### config.mk
export PLATFORM = sky130hd
export DESIGN_NAME = pulse_to_press_flat
export DESIGN_NICKNAME = d
export VERILOG_FILES = /design/src/rtl/pulse_to_press_if.sv /design/src/rtl/pulse_to_press.sv /design/src/flat_wrapper.sv
export SDC_FILE = /design/constraint.sdc
export NUM_CORES = 1
export LEC_CHECK = 0
export CORE_MARGIN = 10
export CORE_UTILIZATION = 42
export CTS_BUF_LIST = sky130_fd_sc_hd__clkbuf_8 sky130_fd_sc_hd__clkbuf_16
export DETAILED_ROUTE_END_ITERATION = 7
export PLACE_DENSITY = 0.66
export SLEW_MARGIN = 25
export SYNTH_ARGS = -nofsm -noshare
export SYNTH_HDL_FRONTEND = slang
export SYNTH_SLANG_ARGS = --single-unit
export TNS_END_PERCENT = 5
### constraint.sdc
create_clock -name clk -period 2.15 [get_ports clk]
set_input_delay 0.5375 -clock clk [delete_from_list [all_inputs] [get_ports clk]]
set_output_delay 0.5375 -clock clk [all_outputs]
set_load 0.01 [all_outputs]
### src/rtl/pulse_to_press_if.sv
// Request/press bundle between a pulse source and the pulse_to_press converter.
// The converter sits on the slave side; the master drives requests and observes the press.
interface pulse_to_press_if #(
  parameter int PW = 3
);
  logic          pulse_in;
  logic          press_out;
  logic          busy;
  logic [PW-1:0] pending;
  logic          overflow;

  modport master (
    output pulse_in,
    input  press_out,
    input  busy,
    input  pending,
    input  overflow
  );

  modport slave (
    input  pulse_in,
    output press_out,
    output busy,
    output pending,
    output overflow
  );
endinterface

### src/rtl/pulse_to_press.sv
// Turns single-cycle request pulses into active-low button presses of HOLD_CYCLES low
// followed by GAP_CYCLES high, queueing requests that arrive mid-press in a saturating counter.
module pulse_to_press #(
  parameter int HOLD_CYCLES = 8,
  parameter int GAP_CYCLES  = 4,
  parameter int MAX_PENDING = 7,
  parameter int PW          = 3
) (
  input  logic            clk,
  input  logic            rst,
  pulse_to_press_if.slave bus
);

  localparam int MAX_CYC = (HOLD_CYCLES > GAP_CYCLES) ? HOLD_CYCLES : GAP_CYCLES;
  localparam int CW      = (MAX_CYC > 1) ? $clog2(MAX_CYC) : 1;

  localparam logic [CW-1:0] HOLD_LOAD = CW'(HOLD_CYCLES - 1);
  localparam logic [CW-1:0] GAP_LOAD  = CW'(GAP_CYCLES - 1);
  localparam logic [PW-1:0] PEND_MAX  = PW'(MAX_PENDING);

  localparam logic [1:0] S_IDLE = 2'd0;
  localparam logic [1:0] S_HOLD = 2'd1;
  localparam logic [1:0] S_GAP  = 2'd2;

  logic [1:0]    state_q, state_d;
  logic [CW-1:0] cnt_q, cnt_d;
  logic [PW-1:0] pending_q, pending_d;
  logic          overflow_q, overflow_d;
  logic          press_q;
  logic          busy_q;
  logic          queue_open;
  logic          cnt_zero;

  assign cnt_zero = (cnt_q == '0);

  always_comb begin
    // NOTE: every variable written here gets a default first, so no path can infer a latch.
    state_d    = state_q;
    cnt_d      = cnt_q;
    pending_d  = pending_q;
    overflow_d = 1'b0;
    queue_open = 1'b0;

    case (state_q)
      S_IDLE: begin
        if (bus.pulse_in) begin
          state_d = S_HOLD;
          cnt_d   = HOLD_LOAD;
        end
      end

      S_HOLD: begin
        queue_open = 1'b1;
        if (cnt_zero) begin
          state_d = S_GAP;
          cnt_d   = GAP_LOAD;
        end else begin
          cnt_d = cnt_q - 1'b1;
        end
      end

      S_GAP: begin
        if (cnt_zero) begin
          // A request seen on the exit edge starts the next press at once instead of
          // being queued, so the queue nets pending + pulse_in - 1 and cannot overflow.
          if ((pending_q != '0) || bus.pulse_in) begin
            state_d = S_HOLD;
            cnt_d   = HOLD_LOAD;
            if (!bus.pulse_in) begin
              pending_d = pending_q - 1'b1;
            end
          end else begin
            state_d = S_IDLE;
          end
        end else begin
          queue_open = 1'b1;
          cnt_d      = cnt_q - 1'b1;
        end
      end

      default: begin
        state_d = S_IDLE;
        cnt_d   = '0;
      end
    endcase

    if (queue_open && bus.pulse_in) begin
      if (pending_q != PEND_MAX) begin
        pending_d = pending_q + 1'b1;
      end else begin
        overflow_d = 1'b1;
      end
    end
  end

  always_ff @(posedge clk or posedge rst) begin
    // NOTE: non-blocking assignments so every register samples the pre-edge values.
    if (rst) begin
      state_q    <= S_IDLE;
      cnt_q      <= '0;
      pending_q  <= '0;
      overflow_q <= 1'b0;
      press_q    <= 1'b1;
      busy_q     <= 1'b0;
    end else begin
      state_q    <= state_d;
      cnt_q      <= cnt_d;
      pending_q  <= pending_d;
      overflow_q <= overflow_d;
      // Outputs are decoded from the next state so they change on the same edge as it.
      press_q    <= (state_d != S_HOLD);
      busy_q     <= (state_d != S_IDLE);
    end
  end

  assign bus.press_out = press_q;
  assign bus.busy      = busy_q;
  assign bus.pending   = pending_q;
  assign bus.overflow  = overflow_q;

endmodule

### src/flat_wrapper.sv
// flat-port wrapper written by rule: the top's interface ports become plain ports
module pulse_to_press_flat 
#(
  parameter int HOLD_CYCLES = 8,
  parameter int GAP_CYCLES  = 4,
  parameter int MAX_PENDING = 7,
  parameter int PW          = 3
)
  (clk, rst, bus_pulse_in, bus_press_out, bus_busy, bus_pending, bus_overflow);
  pulse_to_press_if #(.PW(PW)) bus_i ();
  input  logic clk;
  input  logic rst;
  input wire logic [$bits(bus_i.pulse_in)-1:0] bus_pulse_in;
  output wire logic [$bits(bus_i.press_out)-1:0] bus_press_out;
  output wire logic [$bits(bus_i.busy)-1:0] bus_busy;
  output wire logic [$bits(bus_i.pending)-1:0] bus_pending;
  output wire logic [$bits(bus_i.overflow)-1:0] bus_overflow;
  assign bus_i.pulse_in = bus_pulse_in;
  assign bus_press_out = bus_i.press_out;
  assign bus_busy = bus_i.busy;
  assign bus_pending = bus_i.pending;
  assign bus_overflow = bus_i.overflow;
  pulse_to_press #(.HOLD_CYCLES(HOLD_CYCLES), .GAP_CYCLES(GAP_CYCLES), .MAX_PENDING(MAX_PENDING), .PW(PW)) u_core (.clk(clk), .rst(rst), .bus(bus_i));
endmodule
## Word-level counts from Yosys, hierarchy flattened

Index checks and enable logic that the tools add are counted.

| storage, ports and cells | value |
|---|---|
| register bits after elaboration | 11 |
| bits of input ports | 3 |
| output and inout bits | 6 |
| word-level logic and storage cells | 42 |

| cells by class | value |
|---|---|
| $add $sub $neg | 3 |
| eq/ne operators | 6 |
| mux-type cells | 20 |
| reduce and logical (&&, ||, !) cells | 7 |

Operator list:

| cell | number |
|---|---|
| 3-bit two-way mux | 10 |
| 3-bit one-hot mux with 3 select lines | 1 |
| 2-bit two-way mux | 3 |
| 3-bit != test (second input constant) | 2 |
| 2-bit one-hot mux with 3 select lines | 1 |
| 3-bit by 1-bit subtractor with 3-bit output (second input constant) | 2 |
| 1-bit two-way mux | 4 |
| 3-bit by 1-bit adder with 3-bit output (second input constant) | 1 |
| 3-bit logical NOT | 1 |
| 3-bit nonzero test | 1 |
| 2-bit by 1-bit equality test with 1-bit output (second input constant) | 1 |
| 2-bit equality test (second input constant) | 1 |
| 2-bit logical NOT | 1 |
| 2-bit by 1-bit != test with 1-bit output (second input constant) | 1 |
| 2-bit != test (second input constant) | 1 |
| 1-bit one-hot mux with 2 select lines | 1 |
| 2-bit AND reduction | 1 |
| 2-bit nonzero test | 1 |
| 1-bit logical AND | 1 |
| 1-bit logical OR | 1 |

## Longest topological paths before layout

Gate-level depths: netlist (run 1).

| depth | value |
|---|---|
| word-level depth | 7 |
| gate-level depth with buffers | 6 |
| mapped depth without buffers | 6 |

## Least setup slack after synthesis (run 1)

Ideal clock, no wire load.

| path | value |
|---|---|
| path type | reg-to-reg |
| start | register u_core.state_q[0] |
| end | register u_core.pending_q[2], in the netlist u_core.bus.pending[2] |
| arrival | 1575 ps |
| required time | 2025 ps |
| path slack | 451 ps |
| stages on the path, launching flop included | 7 |
| buffers on the path | 0 |
| cells stage by stage | dfrtp_1 > inv_1 > ha_1 > and4bb_4 > nand2_2 > mux2_4 > mux2_2 |

| on the way | value |
|---|---|
| word-level cells in the longest chain between the ends | 4 |
| elaborated cells on any way between the ends | 7 |

RTL lines:

| item | line | source |
|---|---|---|
| start, declared | pulse_to_press.sv:25 | `logic [1:0] state_q, state_d;` |
| start signal, assigned | pulse_to_press.sv:106 | `state_q <= state_d;` |
| 2-bit equality test / 2-bit by 1-bit equality test with 1-bit output (equally long branches) | pulse_to_press.sv:44 | `case (state_q)` |
| 1-bit one-hot mux with 2 select lines / 3-bit two-way mux (equally long branches) | pulse_to_press.sv:44 |  |
| 1-bit logical AND / 3-bit two-way mux (equally long branches) | pulse_to_press.sv:87, pulse_to_press.sv:88 |  |
| 3-bit two-way mux (*) | pulse_to_press.sv:87 | `if (queue_open && bus.pulse_in) begin` |
| net u_core.pending_d[2] | pulse_to_press.sv:27 | `logic [PW-1:0] pending_q, pending_d;` |
| end signal, assigned | pulse_to_press.sv:108 | `pending_q <= pending_d;` |
| end, declared | pulse_to_press.sv:27 |  |

The timed path passes the listed nets; every way through them passes the cells marked *.
A chain may end at the register's enable or synchronous reset.

## Worst setup path after layout (run 1)

| path | value |
|---|---|
| start | input port bus_pulse_in |
| end | register u_core.pending_q[2], in the netlist u_core.bus.pending[2] |

| on the way | value |
|---|---|
| word-level cells in the longest chain between the ends | 6 |
| elaborated cells on any way between the ends | 8 |

RTL lines:

| item | line | source |
|---|---|---|
| start, declared | flat_wrapper.sv:13 | `input wire logic [$bits(bus_i.pulse_in)-1:0] bus_pulse_in;` |
| 3-bit two-way mux / 1-bit logical OR (equally long branches) | pulse_to_press.sv:69, pulse_to_press.sv:66 |  |
| 3-bit two-way mux | pulse_to_press.sv:66 | `if ((pending_q != '0) \|\| bus.pulse_in) begin` |
| 3-bit two-way mux | pulse_to_press.sv:63 | `if (cnt_zero) begin` |
| 3-bit two-way mux | pulse_to_press.sv:44 |  |
| 3-bit two-way mux | pulse_to_press.sv:88 | `if (pending_q != PEND_MAX) begin` |
| 3-bit two-way mux (*) | pulse_to_press.sv:87 |  |
| net u_core.pending_d[2] | pulse_to_press.sv:27 |  |

Marked as above.

==> results of run 1 <==
stage by stage:
step / cells / hold slack, ns
2_1_floorplan: 74 / 0.389
3_3_place_gp: 109 / 0.497
3_5_place_dp: 109 / 0.502
4_1_cts: 113 / 0.513
5_1_grt: 113 / 0.538
6_report: 113 / 0.508
cells in the final DEF, fill, tap and decap left out:
cell	n
xnor2_1	1
a21oi_1	4
mux2_2	1
ha_1	10
nand2_1	3
clkinv_2	1
a211oi_1	1
o21a_1	1
nor3b_1	1
o211ai_1	1
or4_1	1
a31o_1	1
nor3_1	1
o311a_1	1
a21o_2	1
or3b_1	1
clkdlybuf4s50_1	8
mux2_4	1
o31ai_1	1
dfrtp_1	10
clkbuf_8	3
nand2b_1	3
and4bb_4	1
inv_1	7
o32ai_1	1
o21bai_1	1
a22o_1	3
a21o_1	1
buf_4	2
dfstp_2	1
o21ai_0	5
nor2b_1	4
nand2_2	1
nor2_1	5
power by group through the flow:
stage	registers [W]	clock network, W	logic (W)
6_report	0.000388	0.000206	0.000755
3_5_place_dp	0.000392	0	0.000752
3_3_place_gp	0.000385	0	0.000736
4_1_cts	0.000390	0.000216	0.000758
5_1_grt	0.000402	0.000225	0.000855
2_1_floorplan	0.000397	0	0.000505
layer usage:
metal	track usage (%)	vias up	wire, um
met5	0	-	0
met4	5.73	0	12
met3	3.25	2	65
met2	14.2	4	719
met1	10.7	271	694
li1	-	289	-
critical path, stage by stage:
cell	delay, ns
clkdlybuf4s50_1	0.50
and4bb_4	0.38
nand2_2	0.06
mux2_4	0.29
mux2_2	0.26
layout make-up:
class | count | area (um2)
inverters | 7 | 26.3
repair buffers | 10 | 95.1
flip-flops and latches | 11 | 277
clock buffers | 3 | 41.3
clock inverters | 1 | 5.00
well taps | 25 | 31.3
multi-input cells | 56 | 438
fillers | 168 | 795
logic make-up after synthesis:
logic type	count (synthesis)	share of synthesized area, %
fa+ha+maj	10	16.9
buf+inv	7	3.55
simple gates	21	16.9
compound gates	22	20.6
xor+xnor	1	1.18
mux	2	3.55
flops	11	37.3
registers in the layout (all words and copies together), names as in the netlist:
name                  flops
u_core.bus.busy           1
u_core.bus.overflow       1
u_core.bus.pending        3
u_core.bus.press_out      1
u_core.cnt_q              3
u_core.state_q            2
path summary, 6_finish.rpt:
kind                            cells after the start               endpoint  slack [ns]
worst max-delay path                                5  u_core.bus.pending[2]        0.25
max in group asynchronous                           2   u_core.bus.press_out        1.22
worst max register to register                      6  u_core.bus.pending[2]        0.35
worst min-delay path                                1        u_core.cnt_q[0]        0.51
worst min register to register                      1        u_core.cnt_q[0]        0.51
min in group asynchronous                           2    u_core.bus.overflow        0.60
==> results.json, run 1 <==
{
  "final_util_pct": 53.5,
  "dr.pass1.iters": 4,
  "critical_path_class": "input pin to register",
  "clk_latency_ns": 0.24,
  "synth.cell_area_um2": 741,
  "p_seq_share_pct": 28.8,
  "path_max_fanout": 6,
  "numCtsBuffers": 3,
  "ys_top_cells_by_count": "dfrtp_1, ha_1, inv_1, nor2_1, o21ai_0",
  "ant_nets": 0,
  "dp_hpwl_um": 1170,
  "grt.overflow.total": 0,
  "placed_cell_area_um2": 867,
  "synth_cell_types": 30,
  "clockRootBuffer": "clkbuf_8",
  "synth.largest_area_cell": "dfrtp_1",
  "worst_hold_path_type": "register to register",
  "synthTopCellsByArea": "dfrtp_1, ha_1, dfstp_2",
  "layout_setup_ws_ns": 0.250,
  "die_w_um": 62.0,
  "ys.warnings.count": 0,
  "drtIter0Drc": 14,
  "netlist.area_leader.share_pct": 33.8,
  "post_synth.cell_area_avg_um2": 10.0,
  "drv_cap": 0,
  "grt_max_degree": 12,
  "stdcell_area_um2": 913,
  "htree_levels": 1,
  "ys_ff_latch": 11,
  "synth_top_flop_cell": "dfrtp_1",
  "vias": 566,
  "post-route-min-period_ns": 1.90,
  "fp.dieH_um": 62.0,
  "drc": 0,
  "viasPerCell": 5.01,
  "cts_hold_buf": 0,
  "rr_startpoint": "u_core.state_q[0]",
  "diodes": 0,
  "hp-start": "u_core.cnt_q[0]",
  "dieArea_um2": 3840,
  "pwr-share-clk_pct": 15.3,
  "wl_per_cell_um": 13.2,
  "grt_pass1_wl_um": 2590,
  "crit_arrival_ns": 2.02,
  "place_congestion": 0.810,
  "post-place-ws_ns": 0.0271,
  "comb_power_share_pct": 56.0,
  "fp-row-count": 15,
  "slew_violations": 0,
  "endpoint_kind": "register",
  "ys_seq_area_share_pct": 37.3,
  "post_cts_resized": 0,
  "clk_pin_slew_ns": 0.05,
  "cp.required_ns": 2.27,
  "async_flop_share_pct": 100,
  "p_sw_w": 0.000532,
  "synth_edf_count": 0,
  "finalSetupViolations": 0,
  "skew_ns": 0.00516,
  "worstMarginPinSlew_ns": 0.433,
  "leakagePower_nw": 0.421,
  "startpoint_type": "input pin",
  "core_area_um2": 1710,
  "start_util_pct": 43.4,
  "antenna_found_initial": 0,
  "portBuffers": 8,
  "status": "completed",
  "crit_start": "bus_pulse_in",
  "drive_above_1_share_pct": 13.6,
  "tns_ns": 0,
  "synth_cells": 74,
  "grt.total_usage_pct": 9.23,
  "tritoncts": "yes",
  "swShare_pct": 39.4,
  "nets": 102,
  "wl_um": 1490,
  "synth_nets": 87,
  "relSlewSlack_pct": 71.1,
  "rsz0062_at_grt": "false",
  "power_w": 0.00135,
  "area_delta_synth_final_pct": 23.3,
  "cts.sinks": 11,
  "fin_crit_sh_pct": 88.4,
  "grt_pass1_vias": 605,
  "post-cts-setup-buffer-count": 0,
  "fmax_mhz": 526,
  "ctsLongestPathBuffers": 2,
  "finalHoldViolCount": 0,
  "ir_drop_mv": 0.656,
  "p_per_area_nw_per_um2": 1480,
  "internal-power_w": 0.000817,
  "ios": 9
}
(Power assumes the default switching activity.)
==> run 2: changes to the inputs <==
--- a/config.mk
+++ b/config.mk
@@ -5,6 +5,7 @@
 export SDC_FILE = /design/constraint.sdc
 export NUM_CORES = 1
 export LEC_CHECK = 0
+export CAP_MARGIN = 40
 export CORE_MARGIN = 10
 export CORE_UTILIZATION = 42
 export CTS_BUF_LIST = sky130_fd_sc_hd__clkbuf_8 sky130_fd_sc_hd__clkbuf_16
==> results of run 2 <==
Final layout, timing and power as in run 1 (identical DEF).
==> run 3: changes to the inputs <==
--- a/config.mk
+++ b/config.mk
@@ -7,10 +7,10 @@
 export LEC_CHECK = 0
 export CAP_MARGIN = 40
 export CORE_MARGIN = 10
-export CORE_UTILIZATION = 42
+export CORE_UTILIZATION = 52
 export CTS_BUF_LIST = sky130_fd_sc_hd__clkbuf_8 sky130_fd_sc_hd__clkbuf_16
 export DETAILED_ROUTE_END_ITERATION = 7
-export PLACE_DENSITY = 0.66
+export PLACE_DENSITY = 0.78
 export SLEW_MARGIN = 25
 export SYNTH_ARGS = -nofsm -noshare
 export SYNTH_HDL_FRONTEND = slang
==> run 3 against run 2 <==
Via count is 2.7% higher. Wire length is 1.3% higher. Final cell count is 8.8% lower. Setup slack better by 0.0088 ns. Worst hold slack better by 0.00072 ns. Clock power is 2% lower. Critical endpoint unchanged.
==> results.json, run 3 (synthesis results as in run 1) <==
{
  "status": "completed",
  "rrSetupSlack_ns": 0.36,
  "grt_max_degree": 12,
  "cts.sinks": 11,
  "fp.dieH_um": 57.7,
  "nets": 102,
  "grt_pass1_vias": 582,
  "finalNonFillerCells": 103,
  "startpoint_type": "input pin",
  "finalHoldViolCount": 0,
  "clk_latency_ns": 0.24,
  "drv_cap": 0,
  "portBuffers": 8,
  "worst_path_largest_cell_delay_ns": 0.49,
  "whs_path_depth": 1,
  "endpoint_kind": "register",
  "fin_crit_sh_pct": 88.0,
  "ios": 9,
  "rsz0062_at_grt": "false",
  "fillCellCount": 101,
  "antenna_found_initial": 0,
  "critPathSlowestCell": "clkdlybuf4s50_1",
  "cts_hold_buf": 0,
  "slew_violations": 0,
  "diodes": 0,
  "path_max_fanout": 6,
  "p_per_area_nw_per_um2": 1500,
  "clk_pin_slew_ns": 0.05,
  "htree_levels": 1,
  "start_util_pct": 56.2,
  "post-cts-setup-buffer-count": 0,
  "grt_pass1_wl_um": 2570,
  "place_congestion": 0.784,
  "numCtsBuffers": 3,
  "hp-start": "u_core.cnt_q[0]",
  "worstPathCellList": "clkdlybuf4s50_1 > and4bb_4 > nand2_2 > mux2_4 > mux2_2",
  "whs_endpoint": "u_core.cnt_q[0]",
  "post_cts_resized": 0,
  "fmax_mhz": 529,
  "grt.total_usage_pct": 9.89,
  "dieArea_um2": 3330,
  "ctsLongestPathBuffers": 2,
  "post-route-min-period_ns": 1.89,
  "ant_nets": 0,
  "layout_common_cells": "ha_1, dfrtp_1, inv_1, clkdlybuf4s50_1",
  "viasPerCell": 5.64,
  "grt.overflow.total": 0,
  "drtIter0Drc": 6,
  "cp_top_family": "multiplexers",
  "ir_drop_mv": 0.838,
  "clockRootBuffer": "clkbuf_8",
  "wl_um": 1510,
  "critical_path_class": "input pin to register",
  "worst_hold_path_type": "register to register",
  "finalSetupViolations": 0,
  "vias": 581,
  "leakagePower_nw": 0.422,
  "core_area_um2": 1320,
  "tritoncts": "yes",
  "tns_ns": 0,
  "r2r_end": "u_core.bus.pending[2]",
  "wl_per_cell_um": 14.7,
  "skew_ns": 0.00502,
  "crit_arrival_ns": 2.02,
  "fp-row-count": 13,
  "dr.pass1.iters": 4,
  "die_w_um": 57.7,
  "worstMarginPinSlew_ns": 0.421,
  "relSlewSlack_pct": 71.9,
  "drive_above_1_share_pct": 12.5,
  "drc": 0,
  "cp.required_ns": 2.28,
  "dp_hpwl_um": 1200,
  "area_delta_synth_final_pct": 21.5,
  "placed_cells": 99,
  "rr_startpoint": "u_core.state_q[0]",
  "worstRegToRegCells": 6,
  "cp_num_buf_inv": 1
}
==> run 3: layer usage <==
| layer | up-vias | wire [um] | track usage [%] |
|---|---|---|---|
| met5 | - | 0 | 0 |
| met4 | 0 | 53 | 6.04 |
| met3 | 7 | 105 | 5.66 |
| met2 | 9 | 709 | 16.1 |
| met1 | 273 | 641 | 9.47 |
| li1 | 292 | - | - |
==> run 3: where the power goes <==
group          switching [W]  internal (W)  total [W]  leakage (nW)
clock              0.0000768      0.000125   0.000202        0.0269
combinational       0.000382      0.000380   0.000762         0.261
sequential         0.0000775      0.000310   0.000388         0.134
==> run 3: how the worst max path moves through the flow <==
stage / startpoint / end / cells past startpoint
floorplan: u_core.state_q[0] / u_core.bus.pending[2] / 6
global placement: bus_pulse_in / u_core.bus.pending[2] / 5
detailed placement: bus_pulse_in / u_core.bus.pending[2] / 5
CTS: bus_pulse_in / u_core.bus.pending[2] / 5
global route: u_core.cnt_q[0] / u_core.bus.press_out / 6
finish: bus_pulse_in / u_core.bus.pending[2] / 5
==> run 3: cell type report <==
cell class                 count  area [um2]  share of cell area, %
sequential                    11         277                   30.7
timing repair buffer          10        95.1                   10.6
clock inverter                 1        3.75                  0.417
inverter                       7        26.3                   2.92
multi-input combinational     56         438                   48.7
clock buffer                   3        41.3                   4.59
tap                           15        18.8                   2.09
==> run 3: worst register-to-register path, stage by stage, from the launching register on <==
cell and delay (ns):
dfrtp_1 0.40, inv_1 0.11, ha_1 0.28, and4bb_4 0.28
nand2_2 0.06, mux2_4 0.29, mux2_2 0.26
==> run 3: through the flow <==
| step | instance area [um2] | utilization (%) | power [W] | hold slack [ns] | worst slack (ns) |
|---|---|---|---|---|---|
| 3_5_place_dp | 855 | 64.9 | 0.00115 | 0.497 | 0.0268 |
| 2_1_floorplan | 741 | - | 0.000902 | 0.389 | 0.451 |
| 4_1_cts | 900 | 68.3 | 0.00136 | 0.508 | 0.278 |
| 6_report | 900 | 68.3 | 0.00135 | 0.508 | 0.259 |
| 5_1_grt | 900 | 68.3 | 0.00147 | 0.526 | 0.218 |
| 3_3_place_gp | 855 | 64.9 | 0.00111 | 0.493 | 0.0474 |
